===== src/rtl/counter_start_scheduler.sv =====
// counter_start_scheduler: queues start requests and paces one-cycle start pulses to up_down_counter.
// Define DONE_COUNT_EN to add out_done_count, a 16-bit wrapping count of completions.
module counter_start_scheduler #(
    parameter int unsigned PEND_W      = 3,
    parameter int unsigned ACK_TIMEOUT = 4,
    parameter int unsigned RUN_TIMEOUT = 64
) (
    input  logic              in_clock,
    input  logic              in_reset,
    input  logic              in_request,
    input  logic              in_flush,
    input  logic              in_counter_ready,
    output logic              out_start,
    output logic [PEND_W-1:0] out_pending,
    output logic              out_busy,
    output logic              out_done,
    output logic              out_overflow,
    output logic              out_timeout
`ifdef DONE_COUNT_EN
    ,output logic [15:0]      out_done_count
`endif
);
    typedef enum logic [1:0] {IDLE, START, WAIT_ACK, RUN} state_t;
    localparam logic [15:0]       ACK_LIM  = 16'(ACK_TIMEOUT);
    localparam logic [15:0]       RUN_LIM  = 16'(RUN_TIMEOUT);
    localparam logic [PEND_W-1:0] PEND_MAX = {PEND_W{1'b1}};
    state_t            state_q, state_d;
    logic [15:0]       timer_q, timer_d;
    logic [PEND_W-1:0] pending_q, pending_d;
    logic              start_q, start_d;
    logic              done_q, done_d;
    logic              busy_q, busy_d;
    logic              overflow_q, overflow_d;
    logic              timeout_q, timeout_d;
    logic              deq;
`ifdef DONE_COUNT_EN
    logic [15:0]       done_count_q, done_count_d;
`endif
    always_comb begin
        state_d    = state_q;
        timer_d    = timer_q;
        start_d    = 1'b0;
        done_d     = 1'b0;
        overflow_d = overflow_q;
        timeout_d  = timeout_q;
        pending_d  = pending_q;
        deq        = 1'b0;
        case (state_q)
            IDLE: begin
                if (pending_q != '0 && in_counter_ready) begin
                    state_d = START;
                    start_d = 1'b1;
                    deq     = 1'b1;
                end
            end
            START: begin
                state_d = WAIT_ACK;
                timer_d = '0;
            end
            WAIT_ACK: begin
                if (!in_counter_ready) begin
                    state_d = RUN;
                    timer_d = '0;
                end else begin
                    timer_d = timer_q + 16'd1;
                    if (timer_d == ACK_LIM) begin
                        state_d   = IDLE;
                        timeout_d = 1'b1;
                    end
                end
            end
            RUN: begin
                if (in_counter_ready) begin
                    state_d = IDLE;
                    done_d  = 1'b1;
                end else begin
                    timer_d = timer_q + 16'd1;
                    if (timer_d == RUN_LIM) begin
                        state_d   = IDLE;
                        timeout_d = 1'b1;
                    end
                end
            end
            default: state_d = IDLE;
        endcase
        busy_d = (state_d != IDLE);
        // Flush wins over any same-cycle request or sticky-flag set
        if (in_flush) begin
            pending_d  = '0;
            overflow_d = 1'b0;
            timeout_d  = 1'b0;
        end else if (in_request && !deq) begin
            if (pending_q == PEND_MAX)
                overflow_d = 1'b1;
            else
                pending_d = pending_q + 1'b1;
        end else if (!in_request && deq) begin
            pending_d = pending_q - 1'b1;
        end
`ifdef DONE_COUNT_EN
        done_count_d = done_d ? done_count_q + 16'd1 : done_count_q;
`endif
    end
    always_ff @(posedge in_clock or posedge in_reset) begin
        if (in_reset) begin
            state_q      <= IDLE;
            timer_q      <= '0;
            pending_q    <= '0;
            start_q      <= 1'b0;
            done_q       <= 1'b0;
            busy_q       <= 1'b0;
            overflow_q   <= 1'b0;
            timeout_q    <= 1'b0;
`ifdef DONE_COUNT_EN
            done_count_q <= '0;
`endif
        end else begin
            state_q      <= state_d;
            timer_q      <= timer_d;
            pending_q    <= pending_d;
            start_q      <= start_d;
            done_q       <= done_d;
            busy_q       <= busy_d;
            overflow_q   <= overflow_d;
            timeout_q    <= timeout_d;
`ifdef DONE_COUNT_EN
            done_count_q <= done_count_d;
`endif
        end
    end
    assign out_start    = start_q;
    assign out_pending  = pending_q;
    assign out_busy     = busy_q;
    assign out_done     = done_q;
    assign out_overflow = overflow_q;
    assign out_timeout  = timeout_q;
`ifdef DONE_COUNT_EN
    assign out_done_count = done_count_q;
`endif
endmodule


===== config.mk =====
export PLATFORM = sky130hd
export DESIGN_NAME = counter_start_scheduler
export DESIGN_NICKNAME = d
export VERILOG_FILES = /design/src/rtl/counter_start_scheduler.sv
export SDC_FILE = /design/constraint.sdc
export NUM_CORES = 1
export LEC_CHECK = 0
export CORE_MARGIN = 2
export CORE_UTILIZATION = 50
export CTS_CLUSTER_DIAMETER = 30
export DETAILED_ROUTE_END_ITERATION = 10
export PLACE_DENSITY = 0.78
export SLEW_MARGIN = 10
export SYNTH_ARGS = -nofsm -noshare
export SYNTH_HDL_FRONTEND = slang
export SYNTH_SLANG_ARGS = --single-unit

===== constraint.sdc =====
create_clock -name in_clock -period 4.3 [get_ports in_clock]
set_clock_uncertainty 0.2 [all_clocks]
set_input_delay 0.43 -clock in_clock [delete_from_list [all_inputs] [get_ports in_clock]]
set_output_delay 0.43 -clock in_clock [all_outputs]
set_load 0.1 [all_outputs]

* Word level (Yosys, flattened, before mapping)
Cells that the tools add are included.
** Storage, ports and cells
- Flip-flop bits (word level) :: 26
** Cells by class
- Reductions and logical operators :: 17
- Mux-type cells :: 26
- Add/subtract/negate cells :: 3
- Eq/ne operators :: 12
** Operator list (number)
- 16-bit case mux with 3 select lines :: 1
- 16-bit two-way mux :: 2
- 16-bit by 1-bit adder with 16-bit output, second input constant :: 1
- 16-bit by 3-bit equality test with 1-bit output, second input constant :: 1
- 16-bit by 7-bit equality test with 1-bit output, second input constant :: 1
- 3-bit inequality test, second input constant :: 5
- 1-bit two-way mux :: 12
- 3-bit two-way mux :: 4
- 3-bit nonzero test :: 4
- 2-bit two-way mux :: 5
- 2-bit case mux with 4 select lines :: 1
- 2-bit AND reduction :: 3
- 2-bit nonzero test :: 3
- 5-bit AND reduction :: 1
- 2-bit equality test, second input constant :: 2
- 3-bit by 1-bit adder with 3-bit output, second input constant :: 1
- 3-bit equality test, second input constant :: 1
- 1-bit logical AND :: 3
- 3-bit by 1-bit subtractor with 3-bit output, second input constant :: 1
- 2-bit by 1-bit equality test with 1-bit output, second input constant :: 1
- 1-bit logical NOT :: 2
- 2-bit logical NOT :: 1
- 2-bit inequality test, second input constant :: 1
- 1-bit case mux with 2 select lines :: 1

* Depth between registers and ports, before layout
Gate-level depths: netlist of run 1.
- Word-level depth :: 8
- Gate-level depth with buffers :: 8
- Gate-level depth less buffers :: 7

* Worst setup path before layout of run 1
No wires, ideal clock.
- Path type :: register to register
- Start :: register pending_q[2] (netlist: out_pending[2])
- End :: register pending_q[2] (netlist: out_pending[2])
- Arrival :: 2.731 ns
- Stages on the path, launching flop included :: 9
- Path slack :: 1.244 ns
- Setup time :: 0.125 ns
- Clock period less this slack :: 3.056 ns
- Path through :: dfrtp_1 > o31ai_1 > or3_1 > and2_4 > buf_6 > fa_1 > xor2_1 > and3_1 > mux2_2
** On the way
- Cells in the longest elaborated chain, start to end :: 8
- Elaborated cells on any way between the ends :: 17
** RTL lines
- start, declared :: line 29 : logic [PEND_W-1:0] pending_q, pending_d;
- start signal, assigned :: line 120 : pending_q <= pending_d;
- 3-bit nonzero test :: line 50 : if (pending_q != '0 && in_counter_ready) begin
- 1-bit logical AND :: line 50
- 1-bit two-way mux :: line 50
- 1-bit two-way mux :: line 48 : case (state_q)
- 1-bit logical NOT :: line 92 : end else if (in_request && !deq) begin
- 1-bit logical AND :: line 92
- 3-bit inequality test (no source line), or another cell as far along
- 2-bit AND reduction (no source line) or 3-bit two-way mux (tied branches)
Parallel ways exist; a longest one is shown, timed or not. The select of a mux whose other input is x is not followed.
A chain may end at the register's enable or synchronous reset.

* Final worst setup path of run 1
- Start :: register timer_q[0]
- End :: register busy_q (netlist: out_busy)
** On the way
- Cells in the longest elaborated chain, start to end :: 6
- Elaborated cells on any way between the ends :: 9
** RTL lines
- start, declared :: line 28 : logic [15:0] timer_q, timer_d;
- start signal, assigned :: line 119 : timer_q <= timer_d;
- 16-bit by 1-bit adder with 16-bit output (*) :: line 65, 77
- 16-bit by 7-bit equality test with 1-bit output or 16-bit by 3-bit equality test with 1-bit output (tied branches) :: line 78, 66
- 2-bit two-way mux (on tied branches) :: line 78, 66
- 2-bit two-way mux (on tied branches) :: line 73, 61
- 2-bit case mux with 4 select lines (*) :: line 48
- 2-bit nonzero test (*) :: line 86 : busy_d = (state_d != IDLE);
- via busy_d :: line 32 : logic busy_q, busy_d;
- end signal, assigned :: line 123 : busy_q <= busy_d;
- end, declared :: line 32
Mark *: on every way through the listed nets, which the timed path passes. The rest lies on a longest branch.

==> flow_summary.html, run 1 <==
<table>
<tr><th>Metric</th><th>Value</th></tr>
<tr><th colspan="2">Run status</th></tr>
<tr><td>Run status</td><td>completed</td></tr>
<tr><th colspan="2">Logic synthesis</th></tr>
<tr><td>Cell count after synthesis</td><td>185</td></tr>
<tr><td>Fraction of post-synthesis cell area in the top cell type by area</td><td>40.7%</td></tr>
<tr><td>Number of enable-type register cells in the synthesized netlist</td><td>0</td></tr>
<tr><td>Dominant combinational cell family by area after synthesis</td><td>simple AND/OR/NAND/NOR gates</td></tr>
<tr><td>Syn avg cell area</td><td>8.64 um2</td></tr>
<tr><td>Post-synthesis instance area</td><td>1600 um2</td></tr>
<tr><td>Mux contribution to synthesized area</td><td>1.41%</td></tr>
<tr><td>Share of synthesized cell area in and, or, nand and nor gates</td><td>22.9%</td></tr>
<tr><td>Synth cell types</td><td>40</td></tr>
<tr><td>Post-synthesis cell type with the largest combined area</td><td>sky130_fd_sc_hd__dfrtp_1</td></tr>
<tr><td>Post-synthesis sequential area ratio</td><td>40.7%</td></tr>
<tr><td>Total of flip-flops plus latches after synthesis</td><td>26</td></tr>
<tr><td>Count leader, synth</td><td>sky130_fd_sc_hd__dfrtp_1</td></tr>
<tr><td>Largest cells by area after synthesis</td><td>sky130_fd_sc_hd__dfrtp_1, sky130_fd_sc_hd__o21ai_0, sky130_fd_sc_hd__nand3_1, sky130_fd_sc_hd__nor2_1, sky130_fd_sc_hd__o31ai_1</td></tr>
<tr><td>Synthesized-area fraction occupied by ao, oa, aoi and oai cells</td><td>20.3%</td></tr>
<tr><td>Adder-cell area share of the yosys netlist</td><td>2.82%</td></tr>
<tr><td>Most common library cells after synthesis</td><td>sky130_fd_sc_hd__dfrtp_1, sky130_fd_sc_hd__o21ai_0, sky130_fd_sc_hd__nor2_1</td></tr>
<tr><td>Commonest register cell after synthesis</td><td>sky130_fd_sc_hd__dfrtp_1</td></tr>
<tr><td>Post-Syn Nets</td><td>193</td></tr>
<tr><td>XOR/XNOR Fraction of Synth Area</td><td>4.93%</td></tr>
<tr><td>Number of warnings printed during yosys synthesis</td><td>0</td></tr>
<tr><td>Async set-reset flop share out of synthesis</td><td>100%</td></tr>
<tr><th colspan="2">Clock network</th></tr>
<tr><td>Clock-pin slew reported for the worst setup and hold paths after clock tree synthesis</td><td>150 ps</td></tr>
<tr><td>Cells resized by post-CTS repair</td><td>0</td></tr>
<tr><td>Number of buffers on the longest clock path</td><td>2</td></tr>
<tr><td>Num CTS Buffers</td><td>3</td></tr>
<tr><td>Number of buffers added for setup after CTS</td><td>0</td></tr>
<tr><td>TritonCTS clock tree</td><td>built</td></tr>
<tr><td>Sink count of the clock tree</td><td>26</td></tr>
<tr><td>Buffer cell driving the clock tree root</td><td>sky130_fd_sc_hd__clkbuf_4</td></tr>
<tr><td>Number of buffers added to fix hold violations after cts</td><td>0</td></tr>
<tr><td>Source-to-sink clock delay at the later pin of the worst-skew pair</td><td>320 ps</td></tr>
<tr><td>CTS H-Tree Depth</td><td>1</td></tr>
<tr><th colspan="2">Cells and area</th></tr>
<tr><td>Fin cells</td><td>231</td></tr>
<tr><td>Number of fill cells</td><td>264</td></tr>
<tr><td>Layout area overhead</td><td>9.71%</td></tr>
<tr><td>Nets@finish</td><td>196</td></tr>
<tr><td>Diodes inserted</td><td>0</td></tr>
<tr><td>Fraction of layout instances using a drive strength above 1</td><td>5.35%</td></tr>
<tr><td>Multi-input gate area in the final layout</td><td>837 um2</td></tr>
<tr><td>Area occupied by registers</td><td>651 um2</td></tr>
<tr><th colspan="2">GRT</th></tr>
<tr><td>Pin count of the biggest net entering global routing</td><td>27</td></tr>
<tr><td>Overall Global Routing Usage</td><td>19.6%</td></tr>
<tr><td>Antenna violations before repair</td><td>0</td></tr>
<tr><td>Wire length of the first global-routing pass</td><td>5460 um</td></tr>
<tr><td>Vias in the first global route</td><td>1,260</td></tr>
<tr><td>Congestion Overflow GR</td><td>0</td></tr>
<tr><th colspan="2">Timing</th></tr>
<tr><td>Max Slew Vio Count</td><td>0</td></tr>
<tr><td>Fin crit share</td><td>60.9%</td></tr>
<tr><td>Setup TNS after final layout</td><td>0 ps</td></tr>
<tr><td>Max frequency</td><td>0.382 GHz</td></tr>
<tr><td>Final worst slack</td><td>1680 ps</td></tr>
<tr><td>Worst slew pin tran</td><td>982 ps</td></tr>
<tr><td>Count of final hold-check violations</td><td>0</td></tr>
<tr><td>Tightest slew margin relative to the limit</td><td>34.5%</td></tr>
<tr><td>Final Critical Period</td><td>2620 ps</td></tr>
<tr><td>Number of setup violations in the final report</td><td>0</td></tr>
<tr><td>Setup repair after global routing missed its margin</td><td>false</td></tr>
<tr><th colspan="2">Drt</th></tr>
<tr><td>Length of the first detailed-routing pass in iterations</td><td>4</td></tr>
<tr><td>DR vias</td><td>1,364</td></tr>
<tr><td>Antenna-violating nets left</td><td>0</td></tr>
<tr><td>Average via count per standard cell</td><td>5.90</td></tr>
<tr><td>First DRT Iteration DRCs</td><td>124</td></tr>
<tr><td>Wirelength per Cell</td><td>14.2 um</td></tr>
<tr><td>Total length of routed wires</td><td>3280 um</td></tr>
<tr><td>Remaining routing DRC violations</td><td>0</td></tr>
<tr><th colspan="2">Worst setup path</th></tr>
<tr><td>Element type at the critical path start</td><td>flip-flop</td></tr>
<tr><td>Maximum fanout count along the critical path</td><td>6</td></tr>
<tr><td>Endpoint arrival time on the critical path</td><td>2610 ps</td></tr>
<tr><td>Slowest stage cell on the critical path</td><td>sky130_fd_sc_hd__dfrtp_1</td></tr>
<tr><td>Required time of the worst setup path</td><td>4300 ps</td></tr>
<tr><td>Largest stage delay on the critical path</td><td>460 ps</td></tr>
<tr><td>Sequence of cells on the critical path</td><td>ha_1 -&gt; nand3_1 -&gt; or3_1 -&gt; o22ai_1 -&gt; nand3_1 -&gt; o41ai_1 -&gt; a21boi_0</td></tr>
<tr><td>Start-to-end type of the worst setup path</td><td>reg -&gt; reg</td></tr>
<tr><td>Most Frequent Cell on Critical Path</td><td>sky130_fd_sc_hd__nand3_1</td></tr>
<tr><td>Critical Path End Type</td><td>flip-flop</td></tr>
<tr><th colspan="2">Power and ir drop</th></tr>
<tr><td>Cell Pwr Density</td><td>498 nW/um2</td></tr>
<tr><td>Total leakage power</td><td>0.735 nW</td></tr>
<tr><td>Worst voltage drop across the vdd grid</td><td>0.000242 V</td></tr>
<tr><th colspan="2">Floorplanning</th></tr>
<tr><td>Area of the die</td><td>3660 um2</td></tr>
<tr><td>Die extent in y</td><td>60.5 um</td></tr>
<tr><td>Die Width</td><td>60.5 um</td></tr>
<tr><td>Std-Cell Core Area</td><td>3050 um2</td></tr>
<tr><td>Number of placed I/O pins</td><td>13</td></tr>
<tr><td>Starting utilization of the core area</td><td>52.3%</td></tr>
<tr><td>Standard-cell rows</td><td>20</td></tr>
<tr><th colspan="2">Min path</th></tr>
<tr><td>Hold Path Class</td><td>reg -&gt; reg</td></tr>
<tr><th colspan="2">Placed design</th></tr>
<tr><td>Hpwl dp</td><td>2360 um</td></tr>
<tr><td>Last weighted congestion value of the routability-driven placer</td><td>0.816</td></tr>
<tr><td>Port Buffers</td><td>12</td></tr>
<tr><td>Cell count after placement</td><td>227</td></tr>
<tr><td>Placement Setup Slack</td><td>1330 ps</td></tr>
<tr><th colspan="2">Flow run</th></tr>
<tr><td>Count of max-cap constraint violations</td><td>0</td></tr>
</table>
## cells in the final DEF (no fill, tap or decap), drive strengths merged, types with 2 or more instances in the layout
| master | instances |
|---|---|
| o41ai | 3 |
| clkbuf | 3 |
| nand3 | 12 |
| xnor2 | 4 |
| ha | 2 |
| nor2 | 16 |
| a31oi | 2 |
| o21ai | 23 |
| or2 | 2 |
| xor2 | 5 |
| dfrtp | 26 |
| and3 | 5 |
| or3 | 5 |
| a21boi | 3 |
| nor2b | 2 |
| a211o | 2 |
| nand2 | 13 |
| a21oi | 2 |
| o31ai | 8 |
| clkdlybuf4s50 | 12 |
| nand4 | 8 |
| and2 | 3 |
| and4 | 2 |
| inv | 10 |
| mux2 | 2 |
## metrics by stage
stage	cell area (um2)	utilization [%]	hold WS, ps	power, mW
after global placement	1700	55.7	282	0.696
after detailed placement	1700	55.7	283	0.706
after CTS	1750	57.4	322	0.876
after global routing	1750	57.4	358	0.930
after floorplan	1600	-	270	0.627
final	1750	57.4	320	0.872
## state kept, by name, summed over array words and instances, names as in the netlist
register / count
timer_q: 16
state_q: 2
out_pending: 3
out_done: 1
out_timeout: 1
out_start: 1
out_overflow: 1
out_busy: 1
## final timing paths
check / start / endpoint / slack [ps] / depth (start not counted)
setup / recovery: timer_q[0]$_DFFE_PP0P_ / out_busy$_DFF_PP0_ / 1680 / 7
max in group asynchronous: in_reset / timer_q[9]$_DFFE_PP0P_ / 2890 / 2
hold reg to reg: out_timeout$_DFFE_PP0P_ / out_timeout$_DFFE_PP0P_ / 320 / 1
min in group asynchronous: in_reset / timer_q[8]$_DFFE_PP0P_ / 420 / 2
hold / removal: out_timeout$_DFFE_PP0P_ / out_timeout$_DFFE_PP0P_ / 320 / 1
setup reg to reg: timer_q[0]$_DFFE_PP0P_ / out_busy$_DFF_PP0_ / 1680 / 7
## power breakdown
part | internal [mW] | switching (mW)
clock network | 0.0942 | 0.0747
registers | 0.280 | 0.0520
logic | 0.104 | 0.268
## cells by family after synthesis
logic type,count (synthesis)
mux,2
flops,26
buf+inv,24
compound gates,50
simple gates,71
fa+ha+maj,3
xor+xnor,9
## cell type report
class,count,area share [%]
Multi-Input combinational cell,135,47.8
Sequential cell,26,37.1
Timing Repair Buffer,12,6.85
Tap cell,44,3.14
Inverter,10,2.14
Clock inverter,1,1.71
Clock buffer,3,1.28
## critical path: cells and delay by family, from the launching register on
family                     cells  cell delay (ps)
DFF                            1              460
AOI/OAI and AO/OA              3              830
adders and majority gates      1              250
and+or+nand+nor                3              750
## metal layers
layer  vias up  routed length, um  global-route usage (%)
met5         -                  0                       0
met3         6                141                    2.56
met1       662               1460                    25.8
met4         0                 28                    5.90
li1        666                  -                       -
met2        30               1650                    33.9
(Power assumes the default switching activity.)
==> run 2: changes to the inputs <==
Clock period 4.3 ns to 2.6 ns, I/O delays scaled along.
==> flow_summary.html, run 2 (same netlist as run 1, synthesis figures left out) <==
<table>
<tr><th>Metric</th><th>Value</th></tr>
<tr><th colspan="2">Cells and area</th></tr>
<tr><td>Register containing the most flip-flops in the final layout</td><td>timer_q</td></tr>
<tr><td>Commonest non-fill, non-tap cells in the layout</td><td>sky130_fd_sc_hd__o21ai_0, sky130_fd_sc_hd__dfrtp_1, sky130_fd_sc_hd__buf_4</td></tr>
<tr><td>Fin cells</td><td>243</td></tr>
<tr><td>Number of fill cells</td><td>273</td></tr>
<tr><td>Layout area overhead</td><td>15.8%</td></tr>
<tr><td>Max FFs per register</td><td>16</td></tr>
<tr><td>Diodes inserted</td><td>0</td></tr>
<tr><td>Final core utilization</td><td>60.6%</td></tr>
<tr><td>Fraction of layout instances using a drive strength above 1</td><td>18.6%</td></tr>
<tr><td>Final instance area</td><td>1850 um2</td></tr>
<tr><td>Nets@finish</td><td>208</td></tr>
<tr><th colspan="2">Drt</th></tr>
<tr><td>Met3 wire length</td><td>116 um</td></tr>
<tr><td>First DRT Iteration DRCs</td><td>120</td></tr>
<tr><td>DR vias</td><td>1,451</td></tr>
<tr><td>Total length of routed wires</td><td>3500 um</td></tr>
<tr><td>Detail Route met2 WL</td><td>1730 um</td></tr>
<tr><td>Average via count per standard cell</td><td>5.97</td></tr>
<tr><td>Top metal layer carrying routed signals</td><td>met4</td></tr>
<tr><td>Remaining routing DRC violations</td><td>0</td></tr>
<tr><td>Wirelength per Cell</td><td>14.4 um</td></tr>
<tr><td>Met1 layer wirelength in the final routing</td><td>1580 um</td></tr>
<tr><td>Length of the first detailed-routing pass in iterations</td><td>4</td></tr>
<tr><td>Antenna-violating nets left</td><td>0</td></tr>
<tr><th colspan="2">Placed design</th></tr>
<tr><td>Placement Setup Slack</td><td>-75.4 ps</td></tr>
<tr><td>Hpwl dp</td><td>2600 um</td></tr>
<tr><td>Port Buffers</td><td>12</td></tr>
<tr><td>Last weighted congestion value of the routability-driven placer</td><td>0.876</td></tr>
<tr><td>Standard cell area after detailed placement</td><td>1790 um2</td></tr>
<tr><td>Cell count after placement</td><td>239</td></tr>
<tr><th colspan="2">Floorplanning</th></tr>
<tr><td>Starting utilization of the core area</td><td>52.3%</td></tr>
<tr><td>Area of the die</td><td>3660 um2</td></tr>
<tr><td>Die extent in y</td><td>60.5 um</td></tr>
<tr><td>Die Width</td><td>60.5 um</td></tr>
<tr><td>Number of placed I/O pins</td><td>13</td></tr>
<tr><td>Standard-cell rows</td><td>20</td></tr>
<tr><td>Std-Cell Core Area</td><td>3050 um2</td></tr>
<tr><th colspan="2">Clock network</th></tr>
<tr><td>Number of buffers on the longest clock path</td><td>2</td></tr>
<tr><td>Cells resized by post-CTS repair</td><td>0</td></tr>
<tr><td>Clock-pin slew reported for the worst setup and hold paths after clock tree synthesis</td><td>150 ps</td></tr>
<tr><td>Source-to-sink clock delay at the later pin of the worst-skew pair</td><td>340 ps</td></tr>
<tr><td>Sink count of the clock tree</td><td>26</td></tr>
<tr><td>Number of buffers added for setup after CTS</td><td>0</td></tr>
<tr><td>Num CTS Buffers</td><td>3</td></tr>
<tr><td>CTS H-Tree Depth</td><td>1</td></tr>
<tr><td>Number of buffers added to fix hold violations after cts</td><td>0</td></tr>
<tr><td>TritonCTS clock tree</td><td>built</td></tr>
<tr><td>Buffer cell driving the clock tree root</td><td>sky130_fd_sc_hd__clkbuf_4</td></tr>
<tr><th colspan="2">Power and ir drop</th></tr>
<tr><td>Total power after layout</td><td>1.52 mW</td></tr>
<tr><td>Cell Pwr Density</td><td>823 nW/um2</td></tr>
<tr><td>Total leakage power</td><td>0.803 nW</td></tr>
<tr><td>Worst voltage drop across the vdd grid</td><td>0.000560 V</td></tr>
<tr><th colspan="2">Timing</th></tr>
<tr><td>Number of setup violations in the final report</td><td>0</td></tr>
<tr><td>Final Critical Period</td><td>2460 ps</td></tr>
<tr><td>Setup repair after global routing missed its margin</td><td>false</td></tr>
<tr><td>Worst slew pin tran</td><td>697 ps</td></tr>
<tr><td>Max Slew Vio Count</td><td>0</td></tr>
<tr><td>Count of final hold-check violations</td><td>0</td></tr>
<tr><td>Setup TNS after final layout</td><td>0 ps</td></tr>
<tr><td>Fin crit share</td><td>94.6%</td></tr>
<tr><td>Max frequency</td><td>0.407 GHz</td></tr>
<tr><td>Tightest slew margin relative to the limit</td><td>53.5%</td></tr>
<tr><td>Worst hold-check slack</td><td>107 ps</td></tr>
<tr><td>Final worst slack</td><td>141 ps</td></tr>
<tr><th colspan="2">Worst setup path</th></tr>
<tr><td>Element type at the critical path start</td><td>flip-flop</td></tr>
<tr><td>Maximum fanout count along the critical path</td><td>9</td></tr>
<tr><td>Required time of the worst setup path</td><td>2650 ps</td></tr>
<tr><td>Slowest stage cell on the critical path</td><td>sky130_fd_sc_hd__dfrtp_1</td></tr>
<tr><td>Start-to-end type of the worst setup path</td><td>reg -&gt; reg</td></tr>
<tr><td>Sequence of cells on the critical path</td><td>and4_1 -&gt; nand4_1 -&gt; xor2_1 -&gt; nand4_1 -&gt; or3_1 -&gt; a31o_1</td></tr>
<tr><td>Endpoint arrival time on the critical path</td><td>2510 ps</td></tr>
<tr><td>Buffers and inverters on the worst path</td><td>0</td></tr>
<tr><td>Largest stage delay on the critical path</td><td>490 ps</td></tr>
<tr><td>Most Frequent Cell on Critical Path</td><td>sky130_fd_sc_hd__nand4_1</td></tr>
<tr><td>Worst path top cell family by delay</td><td>simple AND/OR/NAND/NOR gates</td></tr>
<tr><td>Critical Path End Type</td><td>flip-flop</td></tr>
<tr><th colspan="2">Flow run</th></tr>
<tr><td>Count of max-cap constraint violations</td><td>0</td></tr>
<tr><th colspan="2">GRT</th></tr>
<tr><td>Vias in the first global route</td><td>1,292</td></tr>
<tr><td>Wire length of the first global-routing pass</td><td>5880 um</td></tr>
<tr><td>Pin count of the biggest net entering global routing</td><td>19</td></tr>
<tr><td>Congestion Overflow GR</td><td>0</td></tr>
<tr><td>Overall Global Routing Usage</td><td>21.3%</td></tr>
<tr><td>Antenna violations before repair</td><td>0</td></tr>
<tr><th colspan="2">Min path</th></tr>
<tr><td>Hold Path Class</td><td>in -&gt; async</td></tr>
<tr><th colspan="2">Run status</th></tr>
<tr><td>Run status</td><td>completed</td></tr>
</table>
==> run 2: cell types whose count changed in the layout (fill, tap and decap cells not counted), sizes merged <==
cell | previous run | this run
buf | 0 | 20
clkdlybuf4s50 | 12 | 4
==> run 2: layout make-up <==
cell class / instances / area, um2 / area share [%]
flip-flops and latches: 26 / 663 / 35.8
inverters: 10 / 37.5 / 2.03
clock buffers: 3 / 22.5 / 1.22
repair buffers: 24 / 190 / 10.3
clock inverters: 1 / 30.0 / 1.62
multi-input cells: 135 / 852 / 46.0
well taps: 44 / 55.1 / 2.97
==> run 2: path summary, 6_finish.rpt <==
check                                         from                         end  slack [ps]  cells past startpoint
max                         timer_q[2]$_DFFE_PP0P_        state_q[0]$_DFF_PP0_         140                      6
min                                       in_reset     out_timeout$_DFFE_PP0P_         110                      2
max in group asynchronous                 in_reset  out_pending[2]$_DFFE_PP0P_        1490                      3
min in group in_clock      out_timeout$_DFFE_PP0P_     out_timeout$_DFFE_PP0P_         320                      1
min reg2reg                out_timeout$_DFFE_PP0P_     out_timeout$_DFFE_PP0P_         320                      1
max reg2reg                 timer_q[2]$_DFFE_PP0P_        state_q[0]$_DFF_PP0_         140                      6
==> run 2: layer usage <==
layer  global-route usage (%)  vias up
met5                        0        -
met4                     8.39        0
met1                     27.4      713
met2                     36.3       38
li1                         -      693
met3                     3.20        7
==> run 2: report_power, final <==
part           internal (mW)  total (mW)  switching, mW
Sequential             0.476       0.547         0.0719
Clock                  0.156       0.284          0.128
Combinational          0.213       0.692          0.479
==> run 3: changes to the inputs <==
Settings changed: MAX_ROUTING_LAYER set to met4.
==> flow_summary.html, run 3 (same netlist as run 1, synthesis figures left out) <==
<table>
<tr><th>Metric</th><th>Value</th></tr>
<tr><th colspan="2">Drt</th></tr>
<tr><td>First DRT Iteration DRCs</td><td>106</td></tr>
<tr><td>Length of the first detailed-routing pass in iterations</td><td>4</td></tr>
<tr><td>Wirelength per Cell</td><td>14.4 um</td></tr>
<tr><td>Average via count per standard cell</td><td>5.97</td></tr>
<tr><td>Remaining routing DRC violations</td><td>0</td></tr>
<tr><td>DR vias</td><td>1,450</td></tr>
<tr><td>Antenna-violating nets left</td><td>0</td></tr>
<tr><td>Total length of routed wires</td><td>3500 um</td></tr>
<tr><th colspan="2">Cells and area</th></tr>
<tr><td>Commonest non-fill, non-tap cells in the layout</td><td>sky130_fd_sc_hd__o21ai_0, sky130_fd_sc_hd__dfrtp_1, sky130_fd_sc_hd__buf_4</td></tr>
<tr><td>Diodes inserted</td><td>0</td></tr>
<tr><td>Fraction of layout instances using a drive strength above 1</td><td>18.6%</td></tr>
<tr><td>Number of fill cells</td><td>273</td></tr>
<tr><td>Register containing the most flip-flops in the final layout</td><td>timer_q</td></tr>
<tr><td>Nets@finish</td><td>208</td></tr>
<tr><td>Max FFs per register</td><td>16</td></tr>
<tr><td>Layout area overhead</td><td>15.8%</td></tr>
<tr><td>Area occupied by registers</td><td>663 um2</td></tr>
<tr><td>Multi-input gate area in the final layout</td><td>852 um2</td></tr>
<tr><th colspan="2">Worst setup path</th></tr>
<tr><td>Launching point of the worst reg2reg path</td><td>timer_q[2]$_DFFE_PP0P_</td></tr>
<tr><td>Critical Path End Type</td><td>flip-flop</td></tr>
<tr><td>Cells on worst reg2reg path</td><td>6</td></tr>
<tr><td>Worst reg-to-reg setup slack</td><td>140 ps</td></tr>
<tr><td>Endpoint arrival time on the critical path</td><td>2510 ps</td></tr>
<tr><td>Required time of the worst setup path</td><td>2650 ps</td></tr>
<tr><td>Element type at the critical path start</td><td>flip-flop</td></tr>
<tr><td>Startpoint of the most critical setup path</td><td>timer_q[2]$_DFFE_PP0P_</td></tr>
<tr><td>Worst R2R End</td><td>state_q[0]$_DFF_PP0_</td></tr>
<tr><td>Start-to-end type of the worst setup path</td><td>reg -&gt; reg</td></tr>
<tr><td>Maximum fanout count along the critical path</td><td>9</td></tr>
<tr><th colspan="2">GRT</th></tr>
<tr><td>Congestion Overflow GR</td><td>0</td></tr>
<tr><td>Wire length of the first global-routing pass</td><td>5870 um</td></tr>
<tr><td>Pin count of the biggest net entering global routing</td><td>19</td></tr>
<tr><td>Global routing met1 resource utilization</td><td>27.4%</td></tr>
<tr><td>GR met2 Demand/Resource</td><td>36.3%</td></tr>
<tr><td>Vias in the first global route</td><td>1,292</td></tr>
<tr><td>Overall Global Routing Usage</td><td>22.0%</td></tr>
<tr><td>Antenna violations before repair</td><td>0</td></tr>
<tr><td>GRT busiest layer</td><td>met2</td></tr>
<tr><td>Routing usage on met3</td><td>3.20%</td></tr>
<tr><th colspan="2">Run status</th></tr>
<tr><td>Run status</td><td>completed</td></tr>
<tr><th colspan="2">Timing</th></tr>
<tr><td>Worst slew pin tran</td><td>693 ps</td></tr>
<tr><td>Max Slew Vio Count</td><td>0</td></tr>
<tr><td>Max frequency</td><td>0.407 GHz</td></tr>
<tr><td>Final Critical Period</td><td>2460 ps</td></tr>
<tr><td>Final worst slack</td><td>142 ps</td></tr>
<tr><td>Fin crit share</td><td>94.5%</td></tr>
<tr><td>Number of setup violations in the final report</td><td>0</td></tr>
<tr><td>Setup TNS after final layout</td><td>0 ps</td></tr>
<tr><td>Setup repair after global routing missed its margin</td><td>false</td></tr>
<tr><td>Count of final hold-check violations</td><td>0</td></tr>
<tr><td>Tightest slew margin relative to the limit</td><td>53.8%</td></tr>
<tr><th colspan="2">Floorplanning</th></tr>
<tr><td>Area of the die</td><td>3660 um2</td></tr>
<tr><td>Std-Cell Core Area</td><td>3050 um2</td></tr>
<tr><td>Die Width</td><td>60.5 um</td></tr>
<tr><td>Number of placed I/O pins</td><td>13</td></tr>
<tr><td>Die extent in y</td><td>60.5 um</td></tr>
<tr><td>Standard-cell rows</td><td>20</td></tr>
<tr><td>Starting utilization of the core area</td><td>52.3%</td></tr>
<tr><th colspan="2">Clock network</th></tr>
<tr><td>Num CTS Buffers</td><td>3</td></tr>
<tr><td>Source-to-sink clock delay at the later pin of the worst-skew pair</td><td>340 ps</td></tr>
<tr><td>CTS H-Tree Depth</td><td>1</td></tr>
<tr><td>TritonCTS clock tree</td><td>built</td></tr>
<tr><td>Clock-pin slew reported for the worst setup and hold paths after clock tree synthesis</td><td>150 ps</td></tr>
<tr><td>Number of buffers on the longest clock path</td><td>2</td></tr>
<tr><td>Sink count of the clock tree</td><td>26</td></tr>
<tr><td>Buffer cell driving the clock tree root</td><td>sky130_fd_sc_hd__clkbuf_4</td></tr>
<tr><th colspan="2">Min path</th></tr>
<tr><td>Hold Path Class</td><td>in -&gt; async</td></tr>
<tr><th colspan="2">Power and ir drop</th></tr>
<tr><td>Switching power summed over all nets</td><td>0.677 mW</td></tr>
<tr><td>Design internal power</td><td>0.845 mW</td></tr>
<tr><td>Part of the total power dissipated in sequential elements</td><td>36.0%</td></tr>
<tr><td>Clock network power share</td><td>18.7%</td></tr>
<tr><td>Cell Pwr Density</td><td>822 nW/um2</td></tr>
<tr><td>Proportion of total power due to net switching</td><td>44.5%</td></tr>
<tr><td>Total leakage power</td><td>0.803 nW</td></tr>
<tr><td>Worst voltage drop across the vdd grid</td><td>0.000561 V</td></tr>
<tr><td>Total power after layout</td><td>1.52 mW</td></tr>
<tr><td>Gate power share</td><td>45.4%</td></tr>
<tr><th colspan="2">Placed design</th></tr>
<tr><td>Hpwl dp</td><td>2600 um</td></tr>
<tr><td>Placement Setup Slack</td><td>-75.4 ps</td></tr>
<tr><td>Last weighted congestion value of the routability-driven placer</td><td>0.890</td></tr>
<tr><td>Port Buffers</td><td>12</td></tr>
<tr><th colspan="2">Flow run</th></tr>
<tr><td>Count of max-cap constraint violations</td><td>0</td></tr>
</table>
run 3: cell counts in the layout (fill, tap and decap cells not counted):
No cell type changed its count.
run 3: per-stage QoR:
step | hold WS (ps) | utilization (%) | cells | area (um2)
after CTS | 138 | 60.3 | 243 | 1840
after global placement | 280 | 58.6 | 239 | 1790
after floorplan | 100 | - | 185 | 1620
after detailed placement | 282 | 58.6 | 239 | 1790
final | 106 | 60.6 | 243 | 1850
after global routing | 199 | 60.6 | 243 | 1850
run 3: routing by layer:
| metal | vias to the layer above | routed length [um] | part of all wire (%) |
|---|---|---|---|
| met4 | 0 | 68 | 1.9 |
| met3 | 7 | 110 | 3.1 |
| met5 | - | 0 | 0 |
| met2 | 29 | 1750 | 50 |
| li1 | 695 | - | - |
| met1 | 719 | 1570 | 45 |
run 3: how the worst max path moves through the flow:
stage | endpoint | slack (ps)
after floorplan | out_pending[2]$_DFFE_PP0P_ | 1
after global placement | out_pending[2]$_DFFE_PP0P_ | -10
after detailed placement | out_pending[2]$_DFFE_PP0P_ | -80
after CTS | out_busy$_DFF_PP0_ | 120
after global routing | state_q[0]$_DFF_PP0_ | 1
final | state_q[0]$_DFF_PP0_ | 140
run 3: final cells by class:
class	instances	area share, %
multi-input cells	135	46.0
flip-flops and latches	26	35.8
repair buffers	24	10.3
well taps	44	2.97
inverters	10	2.03
clock inverters	1	1.62
clock buffers	3	1.22
run 3: worst max-delay path, cell delays in order (launching register included):
cell and delay (ps):
sky130_fd_sc_hd__dfrtp_1 490, sky130_fd_sc_hd__and4_1 410, sky130_fd_sc_hd__nand4_1 170, sky130_fd_sc_hd__xor2_1 320
sky130_fd_sc_hd__nand4_1 180, sky130_fd_sc_hd__or3_1 380, sky130_fd_sc_hd__a31o_1 220
run 3: what timing repair did:
item                                    4_1_cts  5_1_grt
setup buffers                                 0        0
endpoints found under the setup margin        0        3
hold buffers                                  0        0
gates resized for setup                       0        2
run 3: power groups by stage:
stage / combinational (mW) / sequential (mW) / clock [mW]
after floorplan: 0.298 / 0.758 / 0
after global placement: 0.669 / 0.547 / 0
after detailed placement: 0.686 / 0.552 / 0
after CTS: 0.688 / 0.543 / 0.288
after global routing: 0.742 / 0.557 / 0.302
final: 0.691 / 0.547 / 0.284
